### config.mk
export PLATFORM = sky130hd
export DESIGN_NAME = stbus_frame_sequencer
export DESIGN_NICKNAME = d
export VERILOG_FILES = /design/src/rtl/stbus_pkg.sv /design/src/rtl/stbus_sync_fsm.sv /design/src/rtl/stbus_frame_sequencer.sv
export SDC_FILE = /design/constraint.sdc
export NUM_CORES = 1
export LEC_CHECK = 0
export CORE_MARGIN = 2
export CORE_UTILIZATION = 55
export CTS_BUF_LIST = sky130_fd_sc_hd__clkbuf_4
export CTS_CLUSTER_DIAMETER = 80
export DETAILED_ROUTE_END_ITERATION = 10
export PLACE_DENSITY = 0.86
export SLEW_MARGIN = 20
export SYNTH_ARGS = -nofsm -noshare
export SYNTH_HDL_FRONTEND = slang
export SYNTH_SLANG_ARGS = --single-unit
### constraint.sdc
create_clock -name c4 -period 4.3 [get_ports c4]
set_input_delay 0.645 -clock c4 [delete_from_list [all_inputs] [get_ports c4]]
set_output_delay 0.645 -clock c4 [all_outputs]
set_load 0.02 [all_outputs]
### src/rtl/stbus_pkg.sv
// Shared constants and types for the ST-BUS frame sequencer.
// Frame geometry is derived from the channel and bit counts.
package stbus_pkg;

  localparam int CHANNELS  = 32;
  localparam int BITS      = 8;
  localparam int MISS_MAX  = 3;
  localparam int SLOT_W    = 5;
  localparam int BIT_W     = $clog2(BITS);
  localparam int FRAME_LEN = 2 * CHANNELS * BITS;
  localparam int CNT_W     = $clog2(FRAME_LEN);
  localparam int MISS_W    = $clog2(MISS_MAX);

  typedef enum logic {
    HUNT,
    LOCKED
  } state_e;

  typedef logic [SLOT_W-1:0] slot_t;
  typedef logic [CNT_W-1:0]  cnt_t;
  typedef logic [MISS_W-1:0] miss_t;

endpackage

### src/rtl/stbus_sync_fsm.sv
// Frame sync supervisor: tracks F0, owns the frame counter,
// missed-pulse count and misalignment error counter.
module stbus_sync_fsm
  import stbus_pkg::*;
(
  input  logic       c4,
  input  logic       reset,
  input  logic       f0_i,
  output cnt_t       cnt_o,
  output logic       locked_o,
  output logic       frame_start_o,
  output logic       frame_err_o,
  output logic [7:0] err_cnt_o
);

  localparam cnt_t  LAST  = cnt_t'(FRAME_LEN - 1);
  localparam miss_t MLAST = miss_t'(MISS_MAX - 1);

  state_e     state_q, state_d;
  cnt_t       cnt_q, cnt_d;
  miss_t      miss_q, miss_d;
  logic [7:0] err_q, err_d;
  logic       ferr_q, ferr_d;

  always_ff @(posedge c4) begin
    if (reset) begin
      state_q <= HUNT;
      cnt_q   <= '0;
      miss_q  <= '0;
      err_q   <= '0;
      ferr_q  <= 1'b0;
    end else begin
      state_q <= state_d;
      cnt_q   <= cnt_d;
      miss_q  <= miss_d;
      err_q   <= err_d;
      ferr_q  <= ferr_d;
    end
  end

  always_comb begin
    state_d = state_q;
    cnt_d   = cnt_q;
    miss_d  = miss_q;
    err_d   = err_q;
    ferr_d  = 1'b0;
    unique case (state_q)
      HUNT: begin
        cnt_d  = '0;
        miss_d = '0;
        if (!f0_i) state_d = LOCKED;
      end
      LOCKED: begin
        cnt_d = (cnt_q == LAST) ? '0 : cnt_q + cnt_t'(1);
        if (!f0_i) begin
          cnt_d  = '0;
          miss_d = '0;
          if (cnt_q != LAST) begin
            ferr_d = 1'b1;
            if (err_q != 8'hFF) err_d = err_q + 8'd1;
          end
        end else if (cnt_q == LAST) begin
          // third missed wrap in a row drops sync
          if (miss_q == MLAST) begin
            state_d = HUNT;
            miss_d  = '0;
          end else begin
            miss_d = miss_q + miss_t'(1);
          end
        end
      end
      default: state_d = HUNT;
    endcase
  end

  assign cnt_o         = cnt_q;
  assign locked_o      = (state_q == LOCKED);
  assign frame_start_o = locked_o && (cnt_q == '0);
  assign frame_err_o   = ferr_q;
  assign err_cnt_o     = err_q;

endmodule

### src/rtl/stbus_frame_sequencer.sv
// ST-BUS frame sequencer: decodes TX/RX strobes from the frame
// counter for one TX and one RX slot and raises the RX interrupt.
module stbus_frame_sequencer
  import stbus_pkg::*;
(
  input  logic              c4,
  input  logic              reset,
  input  logic              f0,
  input  logic              enable,
  input  logic [SLOT_W-1:0] tx_slot,
  input  logic [SLOT_W-1:0] rx_slot,
  input  logic              int_ack,
  output logic              locked,
  output logic              frame_start,
  output logic [SLOT_W-1:0] slot_cnt,
  output logic [BIT_W-1:0]  bit_cnt,
  output logic              tx_load,
  output logic              tx_shift,
  output logic              tx_oe,
  output logic              rx_sample,
  output logic              rx_done,
  output logic              cpu_int,
  output logic              overrun,
  output logic              frame_err,
  output logic [7:0]        err_cnt
);

  cnt_t  cnt;
  slot_t cur_slot, tx_s, rx_s;
  slot_t tx_sh_q, tx_sh_d, rx_sh_q, rx_sh_d;
  logic  act, start, tx_hit, rx_hit;
  logic  armed_q, armed_d, done_q, done_d;
  logic  int_q, int_d, ovr_q, ovr_d;

  stbus_sync_fsm u_sync (
    .c4            (c4),
    .reset         (reset),
    .f0_i          (f0),
    .cnt_o         (cnt),
    .locked_o      (locked),
    .frame_start_o (frame_start),
    .frame_err_o   (frame_err),
    .err_cnt_o     (err_cnt)
  );

  assign cur_slot = cnt[CNT_W-1:BIT_W+1];
  assign slot_cnt = cur_slot;
  assign bit_cnt  = cnt[BIT_W:1];
  assign start    = (cnt == '0);
  assign act      = locked && enable;

  // slot 0 strobes fire in the capture cycle, so bypass the shadow
  assign tx_s = start ? tx_slot : tx_sh_q;
  assign rx_s = start ? rx_slot : rx_sh_q;

  assign tx_hit    = act && (cur_slot == tx_s);
  assign rx_hit    = act && (cur_slot == rx_s);
  assign tx_load   = tx_hit && (cnt[BIT_W:0] == '0);
  assign tx_shift  = tx_hit && !cnt[0] && (bit_cnt != '0);
  assign tx_oe     = tx_hit;
  assign rx_sample = rx_hit && cnt[0];
  assign rx_done   = done_q && act;
  assign cpu_int   = int_q;
  assign overrun   = ovr_q;

  always_comb begin
    tx_sh_d = start ? tx_slot : tx_sh_q;
    rx_sh_d = start ? rx_slot : rx_sh_q;
    armed_d = armed_q;
    done_d  = 1'b0;
    if (!act) begin
      armed_d = 1'b0;
    end else if (rx_sample) begin
      unique case (1'b1)
        (bit_cnt == '0): armed_d = 1'b1;
        (bit_cnt == BIT_W'(BITS - 1)): begin
          armed_d = 1'b0;
          done_d  = armed_q;
        end
        default: armed_d = armed_q;
      endcase
    end
    int_d = int_q;
    ovr_d = ovr_q;
    if (int_ack) begin
      int_d = 1'b0;
      ovr_d = 1'b0;
    end
    if (rx_done) begin
      int_d = 1'b1;
      if (int_q && !int_ack) ovr_d = 1'b1;
    end
  end

  always_ff @(posedge c4) begin
    if (reset) begin
      tx_sh_q <= '0;
      rx_sh_q <= '0;
      armed_q <= 1'b0;
      done_q  <= 1'b0;
      int_q   <= 1'b0;
      ovr_q   <= 1'b0;
    end else begin
      tx_sh_q <= tx_sh_d;
      rx_sh_q <= rx_sh_d;
      armed_q <= armed_d;
      done_q  <= done_d;
      int_q   <= int_d;
      ovr_q   <= ovr_d;
    end
  end

endmodule

==> qor.yml <==
pwr:
  p_leak_nw: 0.738
  p_per_area_nw_per_um2: 296
  vdd_ir_drop_max_v: 0.000240
critical_path:
  cp_cell_sequence: "nor4_2, nand4_2, mux2i_1, xnor2_1, or4_1, nor2_1, clkdlybuf4s50_1"
  cp_num_buf_inv: 1
  endpoint_kind: "primary output"
  crit_required_ns: 3.65
  crit_family: "simple AND/OR/NAND/NOR gates"
  critPathMaxFanout: 15
  arrival_ns: 3.32
  crit_path_top_delay_cell: "clkdlybuf4s50_1"
  worstSetupPathType: "reg2out"
  critical_path.startpoint_type: "flop"
  max_stage_delay_ns: 0.62
floorplanning:
  initial_core_util_pct: 56.5
  io-pin-count: 41
  rows: 20
  fp.dieArea_um2: 3520
  die_y_um: 59.3
  die_x_um: 59.3
  core_area_um2: 2980
clock_tree:
  ctsResizeCount: 0
  clock_sinks: 35
  ctsHoldBuffers: 0
  cts-root-buf: "clkbuf_4"
  clock_path_buffers: 2
  clk_pin_slew_ns: 0.11
  post_cts_buffers: 0
  clkLatencyLatePin_ns: 0.34
  cts_buffers: 5
  cts_tree: "yes"
  cts_max_level: 2
run_status:
  status: "completed"
grt:
  grt_max_degree: 26
  grt_pass1_wl_um: 5870
  antenna_found_initial: 0
  grtUsageTotal_pct: 22.8
  gr-total-overflow: 0
  grt_pass1_vias: 1331
timing:
  relSlewSlack_pct: 38.9
  rsz0062_at_grt: "no"
  holdWs_ns: 0.489
  drv_slew: 0
  finClkSkew_ns: 0.0113
  fin_crit_sh_pct: 92.2
  timing.fmax_mhz: 252
  setup_viol: 0
  post-route-min-period_ns: 3.96
  finalHoldViolCount: 0
  tns_ns: 0
  worst_pin_slew_ns: 0.913
final_layout:
  final_layout_size_suffix_gt1_share_pct: 6.61
  mostFrequentLayoutCells: "clkdlybuf4s50_1 (40), dfxtp_1 (35), nor2_1 (34)"
  final_common_cell: "clkdlybuf4s50_1"
  fin_nets: 245
  area_growth_pct: 25.1
  antenna_cells: 0
synth:
  post-synth-top-area-cell: "dfxtp_1"
  synthTopCellsByArea: "dfxtp_1 (42%), nor2_1 (7.6%), xnor2_1 (5.7%)"
  syn_inst: 194
  synth_area_um2: 1680
  synth_area_per_cell_um2: 8.67
  yosysTopAreaCellShare_pct: 41.7
  yosys_warnings: 0
  async_flop_share_pct: 0
  synth_ff_type: "dfxtp_1"
  ys_ff_latch: 35
  synth_edf_count: 0
  yosysSeqAreaShare_pct: 41.7
  ys_types: 37
  syn_nets: 213
run:
  drv_cap: 0
routing:
  viasPerCell: 5.48
  first_iter_violations: 45
  ant_nets: 0
  drc: 0
  wl_per_cell_um: 13.1
  routed_wl_um: 3400
  route.vias.total: 1426
  drt-pass1-iter-count: 4
placed_design:
  dp.final_hpwl_um: 2440
  port_buffers: 40
  gp_congestion: 0.874
hold_path:
  hold_class: "reg2reg"
==> cell type report <==
type / count / area (um2)
Multi-Input combinational cell: 131 / 837
Tap cell: 33 / 41.3
Clock buffer: 5 / 37.5
Clock inverter: 3 / 38.8
Inverter: 13 / 48.8
Fill cell: 239 / 873
Timing Repair Buffer: 40 / 400
Sequential cell: 35 / 701
==> state kept, by name, indices dropped and copies added, names as in the netlist <==
| name | flops |
|---|---|
| armed_q | 1 |
| cpu_int | 1 |
| done_q | 1 |
| overrun | 1 |
| rx_sh_q | 5 |
| tx_sh_q | 5 |
| u_sync.cnt_o | 9 |
| u_sync.err_cnt_o | 8 |
| u_sync.frame_err_o | 1 |
| u_sync.locked_o | 1 |
| u_sync.miss_q | 2 |
==> kinds of logic (layout without fill, tap and decap cells) <==
kind of cell / after synthesis / after routing / share of synthesized area, %
compound gates: 23 / 23 / 8.63
xor+xnor: 14 / 14 / 7.29
fa+ha+maj: 4 / 4 / 2.98
buf+inv: 28 / 61 / 8.56
flops: 35 / 35 / 41.7
mux: 10 / 10 / 6.10
simple gates: 80 / 80 / 24.8
==> path summary, 6_finish.rpt <==
path / to / slack, ns / depth (start not counted) / startpoint
worst max-delay path: tx_shift / 0.34 / 7 / u_sync.cnt_o[5]
worst min-delay path: done_q / 0.49 / 2 / armed_q
worst max register to register: u_sync.err_cnt_o[7] / 1.76 / 8 / u_sync.cnt_o[1]
worst min register to register: done_q / 0.49 / 2 / armed_q
==> tightest hold or removal path, stage by stage (launching register included) <==
cell,delay [ns]
dfxtp_1,0.34
nand4_1,0.07
nor3b_1,0.04
==> cell usage after synthesis (all sizes together), types with 5 or more instances <==
cell type / instances
dfxtp: 35
nor2: 34
inv: 13
buf: 11
xnor2: 11
a21oi: 10
nand2: 9
mux2i: 8
o21ai: 6
nand4: 5
nor4: 5
==> where the power goes <==
part | internal, mW | switching (mW) | leakage [nW]
logic | 0.0296 | 0.0262 | 0.410
clock network | 0.119 | 0.109 | 0.0426
registers | 0.332 | 0.00619 | 0.285
==> stage by stage <==
stage	utilization [%]	worst slack [ns]	cell area (um2)	std cells	power [mW]
final	70.7	0.337	2100	260	0.623
after global routing	70.7	0.116	2100	260	0.655
after CTS	70.7	0.311	2100	260	0.629
after floorplan	-	1.49	1680	194	0.376
after global placement	68.1	0.872	2030	252	0.402
after detailed placement	68.1	0.767	2030	252	0.402
==> metal layers <==
metal	track usage (%)	share of wire [%]	up-vias
met3	8.52	6.0	5
met1	28.4	45	664
li1	-	-	715
met4	10.7	1.9	0
met2	34.7	47	42
met5	0	0	-
No activity file was read; power rests on OpenSTA's default activity.
